### config.mk
export PLATFORM = sky130hd
export DESIGN_NAME = cache_mem_arbiter
export DESIGN_NICKNAME = d
export VERILOG_FILES = /design/src/rtl/cache_mem_arbiter.sv
export SDC_FILE = /design/constraint.sdc
export NUM_CORES = 1
export LEC_CHECK = 0
export ABC_AREA = 0
export BUFFER_PORTS_ARGS = -buffer_cell sky130_fd_sc_hd__buf_2
export CORE_AREA = 8 8 211 213
export DETAILED_ROUTE_END_ITERATION = 12
export DIE_AREA = 0 0 219 221
export PLACE_DENSITY_LB_ADDON = 0.25
export RECOVER_POWER = 50
export SLEW_MARGIN = 0
export SYNTH_ARGS = -nofsm -noshare
export SYNTH_HDL_FRONTEND = slang
export SYNTH_SLANG_ARGS = --single-unit
export TNS_END_PERCENT = 100
### constraint.sdc
create_clock -name clk_g -period 4.3 [get_ports clk_g]
set_input_delay 0.215 -clock clk_g [delete_from_list [all_inputs] [get_ports clk_g]]
set_output_delay 0.215 -clock clk_g [all_outputs]
set_load 0.02 [all_outputs]
### src/rtl/cache_mem_arbiter.sv
`default_nettype none
// cache_mem_arbiter: shares one memory read/write port between icache and dcache.
// One outstanding read (round-robin or dcache-priority), one-entry write-back buffer.
module cache_mem_arbiter #(
  parameter int RR_EN  = 1,
  parameter int LINE_W = 128
) (
  input  logic              clk_g,
  input  logic              resetn,
  input  logic              ic_rd_req,
  input  logic [2:0]        ic_rd_type,
  input  logic [31:0]       ic_rd_addr,
  output logic              ic_rd_rdy,
  output logic              ic_ret_valid,
  output logic              ic_ret_last,
  output logic [31:0]       ic_ret_data,
  input  logic              dc_rd_req,
  input  logic [2:0]        dc_rd_type,
  input  logic [31:0]       dc_rd_addr,
  output logic              dc_rd_rdy,
  output logic              dc_ret_valid,
  output logic              dc_ret_last,
  output logic [31:0]       dc_ret_data,
  input  logic              dc_wr_req,
  input  logic [2:0]        dc_wr_type,
  input  logic [31:0]       dc_wr_addr,
  input  logic [3:0]        dc_wr_wstrb,
  input  logic [LINE_W-1:0] dc_wr_data,
  output logic              dc_wr_rdy,
  output logic              mem_rd_req,
  output logic [2:0]        mem_rd_type,
  output logic [31:0]       mem_rd_addr,
  input  logic              mem_rd_rdy,
  input  logic              mem_ret_valid,
  input  logic              mem_ret_last,
  input  logic [31:0]       mem_ret_data,
  output logic              mem_wr_req,
  output logic [2:0]        mem_wr_type,
  output logic [31:0]       mem_wr_addr,
  output logic [3:0]        mem_wr_wstrb,
  output logic [LINE_W-1:0] mem_wr_data,
  input  logic              mem_wr_rdy
);

  typedef enum logic [1:0] {R_IDLE, R_REQ, R_RESP} rd_state_t;
  typedef enum logic {W_EMPTY, W_FULL} wr_state_t;
  localparam logic OWN_IC = 1'b0;
  localparam logic OWN_DC = 1'b1;

  rd_state_t         rd_state, rd_state_nx;
  wr_state_t         wr_state, wr_state_nx;
  logic              rd_owner, last_grant;
  logic [2:0]        rd_type_q;
  logic [31:0]       rd_addr_q;
  logic [2:0]        wr_type_q;
  logic [31:0]       wr_addr_q;
  logic [3:0]        wr_wstrb_q;
  logic [LINE_W-1:0] wr_data_q;

  logic wr_accept, dc_hazard, ic_elig, dc_elig, grant_ic, grant_dc, ret_fwd;

  always_comb begin
    wr_accept = resetn && (wr_state == W_EMPTY) && dc_wr_req;
    // A read must not overtake a dirty line still waiting to reach memory.
    dc_hazard = ((wr_state == W_FULL) && (dc_rd_addr[31:4] == wr_addr_q[31:4])) ||
                (wr_accept && (dc_rd_addr[31:4] == dc_wr_addr[31:4]));
    ic_elig  = ic_rd_req;
    dc_elig  = dc_rd_req && !dc_hazard;
    grant_ic = 1'b0;
    grant_dc = 1'b0;
    if (resetn && (rd_state == R_IDLE)) begin
      if (ic_elig && dc_elig) begin
        if ((RR_EN != 0) && (last_grant == OWN_DC)) grant_ic = 1'b1;
        else                                        grant_dc = 1'b1;
      end else begin
        grant_ic = ic_elig;
        grant_dc = dc_elig;
      end
    end
  end

  always_comb begin
    rd_state_nx = rd_state;
    case (rd_state)
      R_IDLE:  if (grant_ic || grant_dc)            rd_state_nx = R_REQ;
      R_REQ:   if (mem_rd_rdy)                      rd_state_nx = R_RESP;
      R_RESP:  if (mem_ret_valid && mem_ret_last)   rd_state_nx = R_IDLE;
      default:                                      rd_state_nx = R_IDLE;
    endcase
    wr_state_nx = wr_state;
    if (wr_state == W_FULL) begin
      if (mem_wr_rdy) wr_state_nx = W_EMPTY;
    end else if (wr_accept) begin
      wr_state_nx = W_FULL;
    end
  end

  always_ff @(posedge clk_g) begin
    if (!resetn) begin
      rd_state   <= R_IDLE;
      wr_state   <= W_EMPTY;
      last_grant <= OWN_DC;
      rd_owner   <= OWN_IC;
    end else begin
      rd_state <= rd_state_nx;
      wr_state <= wr_state_nx;
      if (grant_ic || grant_dc) begin
        rd_owner   <= grant_dc;
        last_grant <= grant_dc;
      end
    end
  end

  // Payload registers are qualified by the state registers, so they need no reset.
  always_ff @(posedge clk_g) begin
    if (grant_dc) begin
      rd_type_q <= dc_rd_type;
      rd_addr_q <= dc_rd_addr;
    end else if (grant_ic) begin
      rd_type_q <= ic_rd_type;
      rd_addr_q <= ic_rd_addr;
    end
    if (wr_accept) begin
      wr_type_q  <= dc_wr_type;
      wr_addr_q  <= dc_wr_addr;
      wr_wstrb_q <= dc_wr_wstrb;
      wr_data_q  <= dc_wr_data;
    end
  end

  assign ret_fwd      = resetn && (rd_state == R_RESP) && mem_ret_valid;
  assign ic_rd_rdy    = grant_ic;
  assign dc_rd_rdy    = grant_dc;
  assign ic_ret_valid = ret_fwd && (rd_owner == OWN_IC);
  assign dc_ret_valid = ret_fwd && (rd_owner == OWN_DC);
  assign ic_ret_last  = ic_ret_valid && mem_ret_last;
  assign dc_ret_last  = dc_ret_valid && mem_ret_last;
  assign ic_ret_data  = mem_ret_data;
  assign dc_ret_data  = mem_ret_data;

  assign mem_rd_req   = resetn && (rd_state == R_REQ);
  assign mem_rd_type  = rd_type_q;
  assign mem_rd_addr  = rd_addr_q;

  assign dc_wr_rdy    = resetn && (wr_state == W_EMPTY);
  assign mem_wr_req   = resetn && (wr_state == W_FULL);
  assign mem_wr_type  = wr_type_q;
  assign mem_wr_addr  = wr_addr_q;
  assign mem_wr_wstrb = wr_wstrb_q;
  assign mem_wr_data  = wr_data_q;

endmodule
`default_nettype wire

==> results of run 1 <==
-- through the flow --
stage / hold WS, ps / utilization (%) / power (uW) / instance area, um^2
after floorplan: 303.9 / - / 2764 / 8033
after global placement: 390.9 / 25.42 / 2965 / 10500
after detailed placement: 393.1 / 25.42 / 2968 / 10500
after CTS: 0.6011 / 33.04 / 5352 / 13640
after global routing: 17.60 / 32.62 / 5444 / 13470
final: 36.29 / 32.62 / 5223 / 13470
-- metal layers --
layer  global-route usage [%]  wire length (um)
met1                    13.66             11920
met2                    22.21             16100
met3                    5.593              3843
met4                    3.595               665
met5                        0                39
-- state kept, by name (all words and copies together) (netlist names) --
signal	flops
rd_state	2
mem_wr_type	3
mem_wr_addr	32
mem_wr_data	128
mem_rd_addr	32
last_grant	1
wr_state	1
mem_rd_type	3
rd_owner	1
mem_wr_wstrb	4
-- report_power, final --
group	leakage (uW)	switching [uW]	internal, uW	total [uW]
Combinational	0.00297	366	336	703
Clock	0.000407	858	1290	2150
Sequential	0.00192	33.7	2340	2370
Total	0.00530	1260	3960	5220
-- cells in the mapped netlist --
cell type    n  area share [%]
a21oi_1      4            0.25
and2_1       1           0.078
and2_2       1           0.093
and4_1       1            0.11
buf_12       3            0.75
buf_4       64             6.0
dfxtp_1      5             1.2
edfxtp_1   202              76
inv_1        3            0.14
mux2_2       6            0.84
mux2_4      29             5.4
nand2_1      8            0.37
nand2b_1     2            0.16
nand3_1      3            0.19
nand3b_1     2            0.19
nand4_1      6            0.47
nand4_4      1            0.26
nor2_1       4            0.19
nor2b_1      3            0.23
nor3_1       3            0.19
nor4_1       8            0.62
o211ai_1     1           0.093
o21a_1       2            0.19
o21ai_0      1           0.062
o311a_1      1            0.12
o41a_1       1            0.14
xnor2_1     24             2.6
xor2_1      32             3.5
-- final cells by class --
type	count	area [um^2]	share of cell area, %
Antenna cell	6	15.01	0.1115
Clock buffer	32	673.1	4.998
Clock inverter	14	167.7	1.245
Inverter	3	16.27	0.1208
Multi-Input combinational cell	144	1316	9.772
Sequential cell	207	6166	45.78
Tap cell	539	674.4	5.007
Timing Repair Buffer	690	4441	32.97
-- how the worst max path moves through the flow --
stage               startpoint         endpoint  slack [ps]  cells past startpoint
2_1_floorplan         wr_state   mem_wr_addr[0]          50                      2
3_3_place_gp   mem_wr_addr[13]   mem_rd_addr[7]        1050                      7
3_5_place_dp   mem_wr_addr[13]  mem_rd_addr[19]         970                      7
4_1_cts        mem_wr_addr[13]   mem_rd_addr[7]         420                      8
5_1_grt        mem_wr_addr[13]   mem_rd_addr[9]         270                      8
6_report       mem_wr_addr[13]   mem_rd_addr[7]         530                      8
-- cells in the final DEF, fill, tap and decap left out, types with 5 or more instances in the layout --
| cell type | synthesis | routed |
|---|---|---|
| dfxtp_1 | 5 | 5 |
| nand2_1 | 8 | 8 |
| buf_2 | 0 | 307 |
| diode_2 | 0 | 6 |
| nor4_1 | 8 | 8 |
| nand4_1 | 6 | 6 |
| edfxtp_1 | 202 | 202 |
| xor2_1 | 32 | 32 |
| clkbuf_1 | 0 | 155 |
| xnor2_1 | 24 | 24 |
| clkbuf_16 | 0 | 26 |
| clkinv_2 | 0 | 5 |
| mux2_4 | 29 | 29 |
| mux2_2 | 6 | 6 |
| dlygate4sd3_1 | 0 | 230 |
-- worst max-delay path, cell delays in order (launching register included) --
cell           delay [ps]
edfxtp_1              390
xor2_1                200
nor4_1                660
nand4_1               200
o41a_1                440
nand4_4               420
buf_4                 340
mux2_4                310
dlygate4sd3_1         540
-- kinds of logic (layout without fill, tap and decap cells) --
kind of cell | count (synthesis) | in the layout | share of synthesized area, %
xor+xnor | 56 | 56 | 6.106
compound gates | 10 | 10 | 0.8566
buf+inv | 70 | 739 | 6.869
simple gates | 43 | 43 | 3.146
flops | 207 | 207 | 76.76
other cells | 0 | 6 | 0
mux | 35 | 35 | 6.262
==> results.md, run 1 <==
- Clk root buf: clkbuf_16
- Layout cells sized above 1: a little over a third
- RSZ-0062 raised after global routing: no
- Fin worst setup slack: roughly 530 ps
- Reg-to-reg startpoint: mem_wr_addr[13]
- Pwr per Cell Area: 387.8 nW/um^2
- Worst R2R Path Depth: 8
- Max Root-Sink Buffers: 3
- Inserted Clock Buffers: 26
- Hold Path Class: in -> reg
- Number of routed nets with antenna violations: 0
- Avg WL per Cell: roughly 20 um
- Avg Cell Area, Syn: about 19 um^2
- DRT Pass-1 Iters: 4
- Yosys reg bits: approximately 210
- First-pass GRT wire length: 45.79 mm
- Maximum vdd drop: 340.9 uV
- Setup Viol. Count Final: 0
- Min Tclk post-route: roughly 3800 ps
- Die width: ~220 um
- Initial DRC Count: around 270
- Reg2Reg Capture Point: mem_rd_addr[7]
- Setup TNS: 0 ps
- Count of final max-slew check failures: 0
- HP Start: dc_rd_addr[14]
- Die Ht: approximately 220 um
- R2R Setup Slk: around 530 ps
- Worst hold stages: 2
- Slew headroom: between 30% and 40%
- Max_cap viols: 0
- Fin. Hold Viols: 0
- Largest net degree at the start of global routing: 76
- YS warnings: 0
- Vias in the first global route: roughly 7000
- Post-CTS Setup Bufs: 0
- H-tree depth: 1
- # resized after CTS: 0
- Clock-pin slew on the worst setup and hold paths: about 60 ps
- DRC viols: 0
- Clk_lat worst skew: between 500 and 600 ps
- Final Net Count: about 1400
- Worst setup SP type: flop
- CP Capture Type: flop
- Synth Instances: 421
- Worst Path Max Fanout: 26
- DR vias: around 6000
- Initial Util: 19.45%
- Routed WL: between 30 and 40 mm
- Status: finished clean
- Detailed-placement wirelength estimate: around 25 mm
- Final Cycle Share: between 80% and 90%
- CTS tree: yes
- CTS Sinks: about 210
- Initial antenna violation count: 9
- Cell Count, Final, Fillers Out: ~1600
- Core area: 41290 um^2
- Total die area: between 40000 and 50000 um^2
- WP data arrival: 4070 ps
- Yosys cell types: 28
- Critical Path RT: between 4000 and 5000 ps
- IO Count: around 550
- DP Cell Count: between 1000 and 1500
- Tot GR Track Use: 12.69%
- Clock skew: about 27 ps
- DP Worst Slack: 966.1 ps
- Tightest Pin Transition: 1028 ps
- Hold buffer count at cts: 230
- Hold EP: mem_rd_addr[14]
- Post-synthesis net count: between 600 and 700
- Sequential area share after synthesis: approximately 77%
- RD Place Congestion: about 0.77
- Area Overhead vs Synth: 67.68%
- GR Overflow Total: 0
- FMAX: roughly 0.27 GHz
- Fill cells: about 4200
- CP Class: reg -> reg
- PortBufs: around 460
- Site Rows: 75
- Pleak: 0.005302 uW
- Vias/cell: about 3.7
- Cell Area, Synth: about 8000 um^2
Note: power is estimated with default switching activity, not from simulation.
==> inputs of run 2 (changes only) <==
- BUFFER_PORTS_ARGS: -buffer_cell sky130_fd_sc_hd__buf_2 -> -buffer_cell sky130_fd_sc_hd__buf_4
==> results.md, run 2 (synthesis gave the netlist of run 1 again) <==
- Status: finished clean (unchanged)
- Slew headroom: 32.29% (was 31.48%)
- Initial DRC Count: 206 (was 271)
- FF/Latch Area: 6166 um^2 (unchanged)
- Worst Path Max Fanout: 20 (was 26)
- IO Count: 553 (unchanged)
- Clk_lat worst skew: 540 ps (was 560 ps)
- Number of routed nets with antenna violations: 0 (unchanged)
- Switching power: 1277 uW (was 1259 uW)
- Vias/cell: 3.730 (was 3.673)
- DRC viols: 0 (unchanged)
- Core area: 41290 um^2 (unchanged)
- DRT Pass-1 Iters: 4 (unchanged)
- Commonest non-fill, non-tap cell in the layout: dlygate4sd3_1 (was buf_2)
- DR vias: 6114 (was 6006)
- Hold Path Class: in -> reg (unchanged)
- Area occupied by multi-input gates: 1316 um^2 (unchanged)
- RD Place Congestion: 0.7522 (was 0.7658)
- Largest net degree at the start of global routing: 77 (was 76)
- FMAX: 0.2652 GHz (was 0.2650 GHz)
- Clock power share: 39.8% (was 41.1%)
- RSZ-0062 raised after global routing: no (unchanged)
- Cell Count, Final, Fillers Out: 1639 (was 1635)
- Total die area: 48400 um^2 (unchanged)
- DP Cell Count: 1353 (unchanged)
- Inserted Clock Buffers: 26 (unchanged)
- Layout cells sized above 1: 35.79% (was 35.41%)
- Max_cap viols: 0 (unchanged)
- Vias in the first global route: 7088 (was 6981)
- PortBufs: 456 (unchanged)
- CP Capture Type: flop (unchanged)
- Clk root buf: clkbuf_16 (unchanged)
- CTS tree: yes (unchanged)
- Site Rows: 75 (unchanged)
- Avg WL per Cell: 20.39 um (was 19.92 um)
- First-pass GRT wire length: 47.62 mm (was 45.79 mm)
- Tot GR Track Use: 13.11% (was 12.69%)
- Final Cycle Share: 87.68% (was 87.75%)
- Final Util: 34.66% (was 32.62%)
- Largest register FFs: 128 (unchanged)
- # resized after CTS: 0 (unchanged)
- Pwr per Cell Area: 367.3 nW/um^2 (was 387.8 nW/um^2)
- Die Ht: 221 um (unchanged)
- Count of final max-slew check failures: 0 (unchanged)
- Worst setup SP type: flop (unchanged)
- Pleak: 0.005586 uW (was 0.005302 uW)
- Initial antenna violation count: 4 (was 9)
- Detailed-placement wirelength estimate: 25.47 mm (was 24.91 mm)
- H-tree depth: 1 (unchanged)
- Max Root-Sink Buffers: 3 (unchanged)
- Initial Util: 19.45% (unchanged)
- Critical Path RT: 4580 ps (was 4590 ps)
- Clock skew: 11.41 ps (was 27.16 ps)
- Register share of total power: 45.1% (was 45.4%)
- Min Tclk post-route: 3770 ps (was 3773 ps)
- Routed WL: 33.42 mm (was 32.56 mm)
- CTS Sinks: 207 (unchanged)
- Setup TNS: 0 ps (unchanged)
- Tightest Pin Transition: 1016 ps (was 1028 ps)
- WP data arrival: 4050 ps (was 4070 ps)
- Net Sw Frac: 24.30% (was 24.09%)
- CP Class: reg -> reg (unchanged)
- GR Overflow Total: 0 (unchanged)
- Area Overhead vs Synth: 78.16% (was 67.68%)
- Maximum vdd drop: 309.6 uV (was 340.9 uV)
- Final Net Count: 1359 (was 1350)
- Fin. Hold Viols: 0 (unchanged)
- Clock-pin slew on the worst setup and hold paths: 60 ps (about the same)
- Logic pwr share: 15.0% (was 13.5%)
- Fill cells: 4101 (was 4178)
- Setup Viol. Count Final: 0 (unchanged)
- Die width: 219 um (unchanged)
- Most frequent cells in the layout: dlygate4sd3_1, edfxtp_1, buf_4 (was buf_2, dlygate4sd3_1, edfxtp_1)
- Internal power: 3980 uW (was 3965 uW)
## run 2: cell count changes in the layout (fill, tap and decap cells not counted), moves of 2 or more
cell,before,now
clkinv_2,5,3
clkbuf_4,0,138
clkbuf_1,155,146
buf_4,3,181
buf_2,307,0
diode_2,6,2
dlygate4sd3_1,230,239
## run 2: power groups by stage
stage          Combinational, uW  Sequential, uW  Clock [uW]
2_1_floorplan                230            2530           0
3_3_place_gp                 668            2410           0
3_5_place_dp                 670            2420           0
4_1_cts                      863            2380        2180
5_1_grt                      846            2380        2240
6_report                     790            2370        2090
## run 2: critical path, cell delays in order (launching register included)
cell and delay [ps]:
edfxtp_1 410, xor2_1 200, nor4_1 650, nand4_1 200, o41a_1 430, nand4_4 350
buf_4 340, mux2_4 320, dlygate4sd3_1 570
## run 2: through the flow
stage	worst slack (ps)	total power (uW)	instance area (um^2)	hold WS (ps)
6_report	529.8	5257	14310	38.54
5_1_grt	255.1	5470	14310	7.611
4_1_cts	496.5	5423	14830	1.704
3_5_place_dp	1049	3086	11640	394.3
3_3_place_gp	1139	3082	11640	393.0
2_1_floorplan	49.46	2764	8033	303.9
## run 2: cell type report
class | instances | area share (%)
Clock inverter | 13 | 0.8918
Inverter | 3 | 0.1137
Tap cell | 539 | 4.712
Timing Repair Buffer | 699 | 37.26
Antenna cell | 2 | 0.03497
Sequential cell | 207 | 43.08
Multi-Input combinational cell | 144 | 9.197
Clock buffer | 32 | 4.704
## run 2: repair_timing
item                      in CTS  in global routing
hold endpoints to repair     206                  0
hold buffers                 239                  0
setup buffers                  0                  0
## run 2: worst paths after layout
| path | cells after the start | slack [ps] | to | from |
|---|---|---|---|---|
| setup / recovery | 8 | 530 | mem_rd_type[0] | mem_wr_addr[13] |
| setup reg to reg | 8 | 530 | mem_rd_type[0] | mem_wr_addr[13] |
| hold / removal | 2 | 40 | mem_rd_addr[10] | dc_rd_addr[10] |
| hold reg to reg | 2 | 550 | rd_owner | rd_owner |
## run 2: per-layer routing
layer  GRT usage [%]  vias to the layer above  share of wire [%]
met5               0                        -              0.081
met4           2.842                        4                1.9
met3           6.166                       41                 11
met2           22.81                      360                 49
met1           14.34                     2866                 38
li1                -                     2843                  -
